### config.mk
export PLATFORM = sky130hd
export DESIGN_NAME = frame_packer_n_m
export DESIGN_NICKNAME = d
export VERILOG_FILES = /design/src/rtl/frame_packer_n_m.sv
export SDC_FILE = /design/constraint.sdc
export NUM_CORES = 1
export LEC_CHECK = 0
export ABC_CLOCK_PERIOD_IN_PS = 2250
export CAP_MARGIN = 20
export CELL_PAD_IN_SITES_DETAIL_PLACEMENT = 1
export CELL_PAD_IN_SITES_GLOBAL_PLACEMENT = 1
export CORE_ASPECT_RATIO = 1.25
export CORE_UTILIZATION = 39
export DETAILED_ROUTE_END_ITERATION = 10
export PLACE_DENSITY_LB_ADDON = 0.1
export SETUP_SLACK_MARGIN = 0.4
export SLEW_MARGIN = 25
export SYNTH_ARGS = -nofsm -noshare
export SYNTH_HDL_FRONTEND = slang
export SYNTH_SLANG_ARGS = --single-unit
### constraint.sdc
create_clock -name clk_i -period 2.25 [get_ports clk_i]
set_clock_uncertainty 0.15 [all_clocks]
set_input_delay 0.5625 -clock clk_i [delete_from_list [all_inputs] [get_ports clk_i]]
set_output_delay 0.5625 -clock clk_i [all_outputs]
set_load 0.005 [all_outputs]
### src/rtl/frame_packer_n_m.sv
// frame_packer_n_m: packs a valid/ready stream of n-bit words into an
// (m+1)-slot frame, held with a frame-valid/ack handshake until taken.
// Optional feature macro: FRAME_PACKER_FLUSH_EN adds flush_i, which closes a
// partial frame early and pads the remaining slots with `fill`.

// One frame slot: resets to fill, loads only when its write enable is set.
module frame_packer_n_m_slot #(
    parameter int unsigned  n    = 4,
    parameter logic [n-1:0] fill = '0
) (
    input  logic         clk_i,
    input  logic         rst_i,
    input  logic         we_i,
    input  logic [n-1:0] d_i,
    output logic [n-1:0] q_o
);
    logic [n-1:0] slot_q;

    // slot storage, held unless explicitly written
    always_ff @(posedge clk_i or negedge rst_i) begin
        if (!rst_i)    slot_q <= fill;
        else if (we_i) slot_q <= d_i;
    end

    assign q_o = slot_q;
endmodule

module frame_packer_n_m #(
    parameter int unsigned  n    = 4,
    parameter int unsigned  m    = 15,
    parameter logic [n-1:0] fill = '0
) (
    input  logic                    clk_i,
    input  logic                    rst_i,
    input  logic [n-1:0]            data_i,
    input  logic                    valid_i,
    output logic                    ready_o,
`ifdef FRAME_PACKER_FLUSH_EN
    input  logic                    flush_i,
`endif
    output logic [n-1:0]            frame_o [0:m],
    output logic                    frame_valid_o,
    input  logic                    frame_ack_i,
    output logic [$clog2(m+2)-1:0]  count_o
);
    localparam int unsigned IW = (m > 0) ? $clog2(m + 1) : 1;
    localparam int unsigned CW = $clog2(m + 2);

    typedef enum logic {FILL, HOLD} state_t;

    state_t          state_q, state_d;
    logic [IW-1:0]   idx_q, idx_d;
    logic [CW-1:0]   cnt_q, cnt_d;
    logic            xfer, close;
    logic            slot_we [0:m];
    logic [n-1:0]    slot_wd [0:m];

    assign ready_o       = (state_q == FILL);
    assign frame_valid_o = (state_q == HOLD);
    assign count_o       = cnt_q;
    assign xfer          = valid_i && (state_q == FILL);

`ifdef FRAME_PACKER_FLUSH_EN
    // flush only closes a frame that will hold at least one real word
    assign close = flush_i && (state_q == FILL) && (xfer || (cnt_q != '0));
`else
    assign close = 1'b0;
`endif

    // per-slot write: incoming word at idx, pad slots past it on an early close
    always_comb begin
        for (int i = 0; i <= m; i++) begin
            slot_we[i] = 1'b0;
            slot_wd[i] = fill;
            if (xfer && (IW'(i) == idx_q)) begin
                slot_we[i] = 1'b1;
                slot_wd[i] = data_i;
            end else if (close && (IW'(i) >= idx_q)) begin
                slot_we[i] = 1'b1;
            end
        end
    end

    for (genvar g = 0; g <= m; g++) begin : g_slot
        frame_packer_n_m_slot #(.n(n), .fill(fill)) u_slot (
            .clk_i (clk_i),
            .rst_i (rst_i),
            .we_i  (slot_we[g]),
            .d_i   (slot_wd[g]),
            .q_o   (frame_o[g])
        );
    end

    // FSM next state: fill slots in order, hold the finished frame until ack
    always_comb begin
        state_d = state_q;
        idx_d   = idx_q;
        cnt_d   = cnt_q;
        case (state_q)
            FILL: begin
                if (xfer) begin
                    idx_d = idx_q + IW'(1);
                    cnt_d = cnt_q + CW'(1);
                end
                // idx wraps on completion so it never reaches m+1
                if ((xfer && (idx_q == IW'(m))) || close) begin
                    state_d = HOLD;
                    idx_d   = '0;
                end
            end
            HOLD: begin
                if (frame_ack_i) begin
                    state_d = FILL;
                    cnt_d   = '0;
                end
            end
            default: state_d = FILL;
        endcase
    end

    // FSM state, write index and word count registers
    always_ff @(posedge clk_i or negedge rst_i) begin
        if (!rst_i) begin
            state_q <= FILL;
            idx_q   <= '0;
            cnt_q   <= '0;
        end else begin
            state_q <= state_d;
            idx_q   <= idx_d;
            cnt_q   <= cnt_d;
        end
    end
endmodule

======== After elaboration in Yosys (flattened, before gate mapping) ========
Index checks and enable logic that the tools add are counted.
word-level totals
  register bits after elaboration ......... 74
  latch bits .............................. 0
  RAM bits ................................ 0
  bits in read-only memories .............. 0
  input bits .............................. 8
  output and inout port bits .............. 71
  word-level logic and storage cells ...... 102
  memories kept ........................... 0
cells by class
  $add $sub $neg .......................... 2
  $mul .................................... 0
  div/mod/pow operators ................... 0
  $lt $le $gt $ge ......................... 0
  eq/ne operators ......................... 18
  shift-type cells ........................ 0
  mux-type cells .......................... 40
  bitwise gates (word level) .............. 1
  reductions and logical operators ........ 22
operators with widths
  cell                   number
  $mux W4                18
  $eq A4 B4 Y1 const A   8
  $logic_and A1 B1 Y1    18
  $mux W1                18
  $eq A3 B4 Y1 const A   4
  $mux W5                2
  $pmux W5 S2            1
  $eq A2 B4 Y1 const A   2
  $add A5 B1 Y5 const B  1
  $add A4 B1 Y4 const B  1
  $eq A1 B4 Y1 const A   1
  $eq A4 B4 Y1 const B   1
  $logic_not A4 Y1       1
  $reduce_and A2 Y1      2
  $ne A2 B1 Y1 const B   1
  $ne A2 B2 Y1 const B   1
  $pmux W1 S2            1
  $reduce_bool A2 Y1     1
  $not A1 Y1             1

======== Longest topological paths before layout ========
  word-level depth ........................ 5
  mapped depth ............................ 5
  gate-level depth less buffers ........... 5

======== Hierarchy ========
A second synthesis with hierarchy kept.
second synthesis, totals
  cells, all modules ...................... 272
  area, all modules ....................... 3408.3 µm²
by module, submodules not included
  module                 instances  cells each  area each (µm²)  sequential area each (µm²)
  frame_packer_n_m_slot  16         8           145.1            100.1
  frame_packer_n_m       1          144         1086.0           250.2

======== Worst setup path before layout ========
No wires, ideal clock.
  path kind ............................... register to register
  from .................................... register idx_q[0]
  to ...................................... register g_slot[12].u_slot.slot_q[3]
  library setup time ...................... 125 ps
  data arrival time ....................... 1432 ps
  required time ........................... 1975 ps
  setup slack ............................. 543 ps
  stages on the path, launching flop included .. 6
  buffers on the path ..................... 0
  period minus slack after synthesis ...... 1707 ps
  path through ............................ dfrtp_1 > inv_1 > ha_1 > nand3b_1 > nor2_1 > mux2_2
on the way
  cells in the longest elaborated chain, start to end .. 3
  elaborated cells on any way between the ends .. 4
  those cells by class .................... 1 x eq/ne; 2 x mux; 1 x reduce/logical
RTL lines
  item                                RTL line  source
  from (decl)                         52        logic [IW-1:0] idx_q, idx_d;
  from (signal assigned)              129       idx_q <= idx_d;
  $eq A4 B4 Y1 (*)                    75        if (xfer && (IW'(i) == idx_q)) begin
  $logic_and A1 B1 Y1 (*)             75
  $mux W4 or $mux W1 (tied branches)  75
  to (signal assigned)                21        if (!rst_i) slot_q <= fill;
  to (signal assigned)                22        else if (we_i) slot_q <= d_i;
  to (decl)                           17        logic [n-1:0] slot_q;
Mark *: on every way between the ends. The rest lies on a longest branch, timed or not.
A chain may end at the register's enable or synchronous reset.

======== Worst setup path in the final report ========
  from .................................... register state_q (netlist: frame_valid_o)
  to ...................................... register g_slot[8].u_slot.slot_q[3]
on the way
  cells in the longest elaborated chain, start to end .. 4
  elaborated cells on any way between the ends .. 5
  those cells by class .................... 2 x mux; 1 x bitwise; 2 x reduce/logical
RTL lines
  item                                RTL line  source
  from (decl)                         51        state_t state_q, state_d;
  from (signal assigned)              128       state_q <= state_d;
  $not A1 Y1 (*)                      -
  $logic_and A1 B1 Y1 (*)             61        assign xfer = valid_i && (state_q == FILL);
  $logic_and A1 B1 Y1 (*)             75
  $mux W4 or $mux W1 (tied branches)  75
  to (signal assigned)                21
  to (signal assigned)                22
  to (decl)                           17
Marks and branches as above.

==> results <==
- For this block, the via count after detailed routing is roughly 2,100.
- The count of filler cells inserted in the layout is around 770.
- The repair_antennas step left the layout with diodes totalling 0.
- Clock-pin slew was measured on the worst setup and hold paths at around 0.080 ns.
- The most used standard cell by instance count after synthesis is sky130_fd_sc_hd__dfrtp_1.
- The path class of the tightest hold or removal check is register to register.
- For this block, wires on met1 add up to 3.16 mm.
- The cell type contributing the most total cell area after synthesis is sky130_fd_sc_hd__dfrtp_1.
- The power per cell area is between 1000 and 1500 nW/um2.
- The sink count of the clock tree is 74.
- No sink is reached through more buffers than the 2 on the longest clock path.
- The via count of the first global-routing pass is between 2,000 and 2,500.
- For this run, the detailed router's first-pass iteration total came to 4.
- The kind of start point of the critical path is a register.
- The number of buffers and inverters on the critical path is 3.
- The number of stages on the worst setup path is 6.
- The share of total power in combinational logic is about two fifths.
- The share of the yosys chip area belonging to registers is between 60% and 70%.
- At the worst endpoint, the required time is approximately 2.3 ns.
- The highest layer touched by signal routing is met4.
- The switching power is around 1.7 mW.
- In this run, synthesis produced a sequential element count of between 70 and 80.
- In the routed design, unresolved DRC markers number 0.
- The CTS tree is yes.
- The depth of the CTS H-tree is 3.
- The number of antenna violations at the first check in global routing is 0.
- The clock network is responsible for roughly a fifth of the overall power.
- The total half-perimeter wirelength after legalization and detailed placement is about 5.2 mm.
- The die covers about 8200 um2.
- For this run, the total global-route usage over all layers was measured as between 20% and 30%.
- The XOR/XNOR share of the synthesized area is 0.285%.
- The critical path endpoint is g_slot[8].u_slot.q_o[3]$_DFFE_PN0P_.
- The actual transition at the worst max-transition pin is 0.379 ns.
- The launching point of the worst reg2reg path is frame_valid_o$_DFF_PN0_.
- The total power is ~5.6 mW.
- The capturing point of the worst reg2reg path is g_slot[8].u_slot.q_o[3]$_DFFE_PN0P_.
- The hold violation total from the final report is 0.
- The total standard cell area after synthesis is a little over 3000 um2.
- Walking the worst path, the cells encountered are buf_4 -> buf_4 -> nand3b_1 -> nor2_1 -> buf_4 -> mux2_2.
- The Yosys warning count is 0.
- In the synthesized netlist the dominant register cell turns out to be sky130_fd_sc_hd__dfrtp_1.
- In this run, flip-flops and latches consume between 40% and 50% of the power.
- The placeable core area is ~7500 um2.
- The number of max-cap violations is 0.
- After synthesis, the cell types taking the most area are sky130_fd_sc_hd__dfrtp_1, sky130_fd_sc_hd__mux2_2, sky130_fd_sc_hd__mux2_1.
- In the routed layout, each cell is associated on average with a via count of ~5.0.
- The critical path data arrival time is 1.91 ns.
- The highest achievable clock rate is 546 MHz.
- The post-route netlist has 38.2% of its cells at a drive strength greater than 1.
- Counting stages on the worst path, the most repeated cell is sky130_fd_sc_hd__buf_4.
- For this design the top-level I/O count stands at between 70 and 80.
- Once the floorplan was initialized, standard cells occupied 41.0% of the core.
- The worst reg-to-reg setup slack is 0.42 ns.
- After synthesis, the share of cell area in mux cells is 24.4%.
- The die is approximately 100 um tall.
- The dominant combinational cell family by area after synthesis is multiplexers.
- The count of final max-slew check failures was 0.
- The synthesized design contains 0 enable-type register cells.
- Setup repair after global routing could not meet its margin everywhere.
- The number of CTS-inserted buffers is 9.
- Measured along the x axis, the die boundary spans a little over 80 um.
- Dividing the final minimum period by the clock period gives just over 80%.
- The critical path startpoint is frame_valid_o$_DFF_PN0_.
- The synthesized netlist contains 29 unique library cells.
- CTS placed an instance of sky130_fd_sc_hd__clkbuf_8 at the clock tree root.
- The largest single stage delay on the critical path is a little over 0.4 ns.
- The routability-driven placement congestion ratio is 0.818.
- In the final routed layout, each cell accounts on average for about 18 um.
- The number of rows in the core area is 35.
- The category of the critical setup timing path is register to register.
- Once detail routing completed, the nets flagged for antenna violations numbered 0.
- Measured against its own limit, the worst slew margin works out to around three quarters.
- The worst setup path is captured at a register.
- The biggest fanout along the worst timing path is 5.
- For this block, the routed nets add up to between 7 and 8 mm of wire.
- The clock reaches the later pin of the worst-skew pair after 0.35 ns.
- The share of Yosys cell area claimed by the top area cell type is between 60% and 70%.
- Entering global routing, the biggest net connects 29 pins.
- The internal power is 3.84 mW.
- Wire segments on met2 add up to around 4.0 mm in the final route.
- The net count after synthesis is between 200 and 250.
- Input and output buffers added on the ports amount to 78.
- The cell with the largest stage delay on the worst path is sky130_fd_sc_hd__dfrtp_2.
- The number of DRC markers in iteration 0 is 62.
- The flow ran to the end, and the final reports show no timing, DRC or antenna violations.
- The routed design uses roughly 300 um of met3 wire.
- Ranked by instance count, the synthesized netlist is headed by sky130_fd_sc_hd__dfrtp_1, sky130_fd_sc_hd__mux2_2, sky130_fd_sc_hd__nand2_1, sky130_fd_sc_hd__nor2_1, sky130_fd_sc_hd__mux2_1.
- The fraction of synthesis flops using an asynchronous set or reset pin is 100%.
- Grouping stages by cell kind, the critical path spends the most delay in buffers and inverters.
- The first global-routing pass estimated roughly 12 mm of wire.
- The final layout contains between 300 and 400 nets.
- The worst hold slack is between 0.3 and 0.4 ns.
- The clock period minus worst slack is around 1.8 ns.
- Synthesis produced 210 cells.
- The area growth from synthesis to layout is 40.7%.
- Summing the areas of all fa, ha and maj instances in the mapped netlist gives between 2 and 2.5% of the synthesized area.
- After global routing the overflow that remains totals 0.
- VDD sags by at most 0.628 mV.
- Net switching is between 30% and 40% of the power.
- The setup-violating endpoint count in the final report is 0.
- For this design the static power due to leakage is 2.12 nW.
- The worst reg-to-reg path cell count is 6.
- The simple-gate share of the synthesized area is 9.29%.
- The complex-gate fraction of the synthesized area is under 10%.
- The per-instance average area after synthesis is 14.6 um2.
flip-flops by register name, indices dropped and copies added, names as in the netlist:
register           count
count_o                5
frame_valid_o          1
g_slot.u_slot.q_o     64
idx_q                  4
worst min path at each step:
stage / to / cells after the start / start / slack (ns)
2_1_floorplan: count_o[0]$_DFFE_PN0P_ / 0 / rst_i / 0.12
3_3_place_gp: g_slot[2].u_slot.q_o[1]$_DFFE_PN0P_ / 1 / rst_i / 0.32
3_5_place_dp: g_slot[2].u_slot.q_o[1]$_DFFE_PN0P_ / 1 / rst_i / 0.32
4_1_cts: g_slot[1].u_slot.q_o[3]$_DFFE_PN0P_ / 1 / g_slot[1].u_slot.q_o[3]$_DFFE_PN0P_ / 0.35
5_1_grt: g_slot[1].u_slot.q_o[3]$_DFFE_PN0P_ / 1 / g_slot[1].u_slot.q_o[3]$_DFFE_PN0P_ / 0.36
6_report: g_slot[1].u_slot.q_o[3]$_DFFE_PN0P_ / 1 / g_slot[1].u_slot.q_o[3]$_DFFE_PN0P_ / 0.35
metrics by stage:
stage,cell area (um2),utilization [%],setup TNS (ns),setup WS (ns),instances
6_report,4320,57.7,0,0.418,422
3_5_place_dp,4090,54.6,-3.00,-0.110,393
3_3_place_gp,4090,54.6,-2.32,-0.0904,393
4_1_cts,4310,57.6,0,0.322,422
5_1_grt,4320,57.7,0,0.363,422
2_1_floorplan,3070,-,0,0.543,210
timing repair:
item                       in CTS  in global routing
setup buffers                  12                  0
gates resized for setup        79                 12
pin swaps                       4                  7
hold endpoints to repair       20                  0
hold buffers                    1                  0
setup endpoints to repair     138                 60
worst reg2reg max path, stage by stage (launching register included):
cell and delay [ns]:
sky130_fd_sc_hd__dfrtp_2 0.41, sky130_fd_sc_hd__buf_4 0.15, sky130_fd_sc_hd__buf_4 0.14, sky130_fd_sc_hd__nand3b_1 0.22, sky130_fd_sc_hd__nor2_1 0.17, sky130_fd_sc_hd__buf_4 0.15
sky130_fd_sc_hd__mux2_2 0.33
final cells by class:
type                            instances  area (um2)  share of cell area (%)
Sequential cell                        74        1860                    43.0
Clock buffer                           12         155                    3.59
Clock inverter                          4        50.0                    1.16
Timing Repair Buffer                  112         955                    22.1
Tap cell                               92         115                    2.66
Multi-Input combinational cell        123        1170                    27.1
Inverter                                5        18.8                   0.434
power groups by stage:
stage / clock network [mW] / registers [mW] / logic (mW)
after floorplan: 0 / 2.34 / 0.934
after global placement: 0 / 2.40 / 2.32
after detailed placement: 0 / 2.44 / 2.38
after CTS: 1.08 / 2.37 / 2.15
after global routing: 1.14 / 2.45 / 2.35
final: 1.05 / 2.37 / 2.14
layer usage:
layer  global-route usage, %  up-vias
li1                        -      961
met1                    25.2     1088
met2                    35.1       49
met3                    4.86       11
met4                    9.07        0
met5                       0        -
cells by family (layout without fill, tap and decap cells):
group | Yosys count | after routing
buffers and inverters | 13 | 133
AO/OA/AOI/OAI | 8 | 8
multiplexers | 67 | 67
XOR/XNOR | 1 | 1
flip-flops | 74 | 74
adder cells (fa/ha/maj) | 5 | 5
AND/OR/NAND/NOR | 42 | 42
cells in the final DEF, fill, tap and decap left out, types with 4 or more instances in the layout:
| cell | instances |
|---|---|
| sky130_fd_sc_hd__buf_4 | 32 |
| sky130_fd_sc_hd__clkbuf_8 | 11 |
| sky130_fd_sc_hd__clkdlybuf4s50_1 | 5 |
| sky130_fd_sc_hd__dfrtp_1 | 70 |
| sky130_fd_sc_hd__dfrtp_2 | 4 |
| sky130_fd_sc_hd__dlygate4sd2_1 | 70 |
| sky130_fd_sc_hd__mux2_1 | 6 |
| sky130_fd_sc_hd__mux2_2 | 56 |
| sky130_fd_sc_hd__nand2_1 | 13 |
| sky130_fd_sc_hd__nand4_1 | 4 |
| sky130_fd_sc_hd__nor2_1 | 9 |
Note: power is estimated with default switching activity, not from simulation.
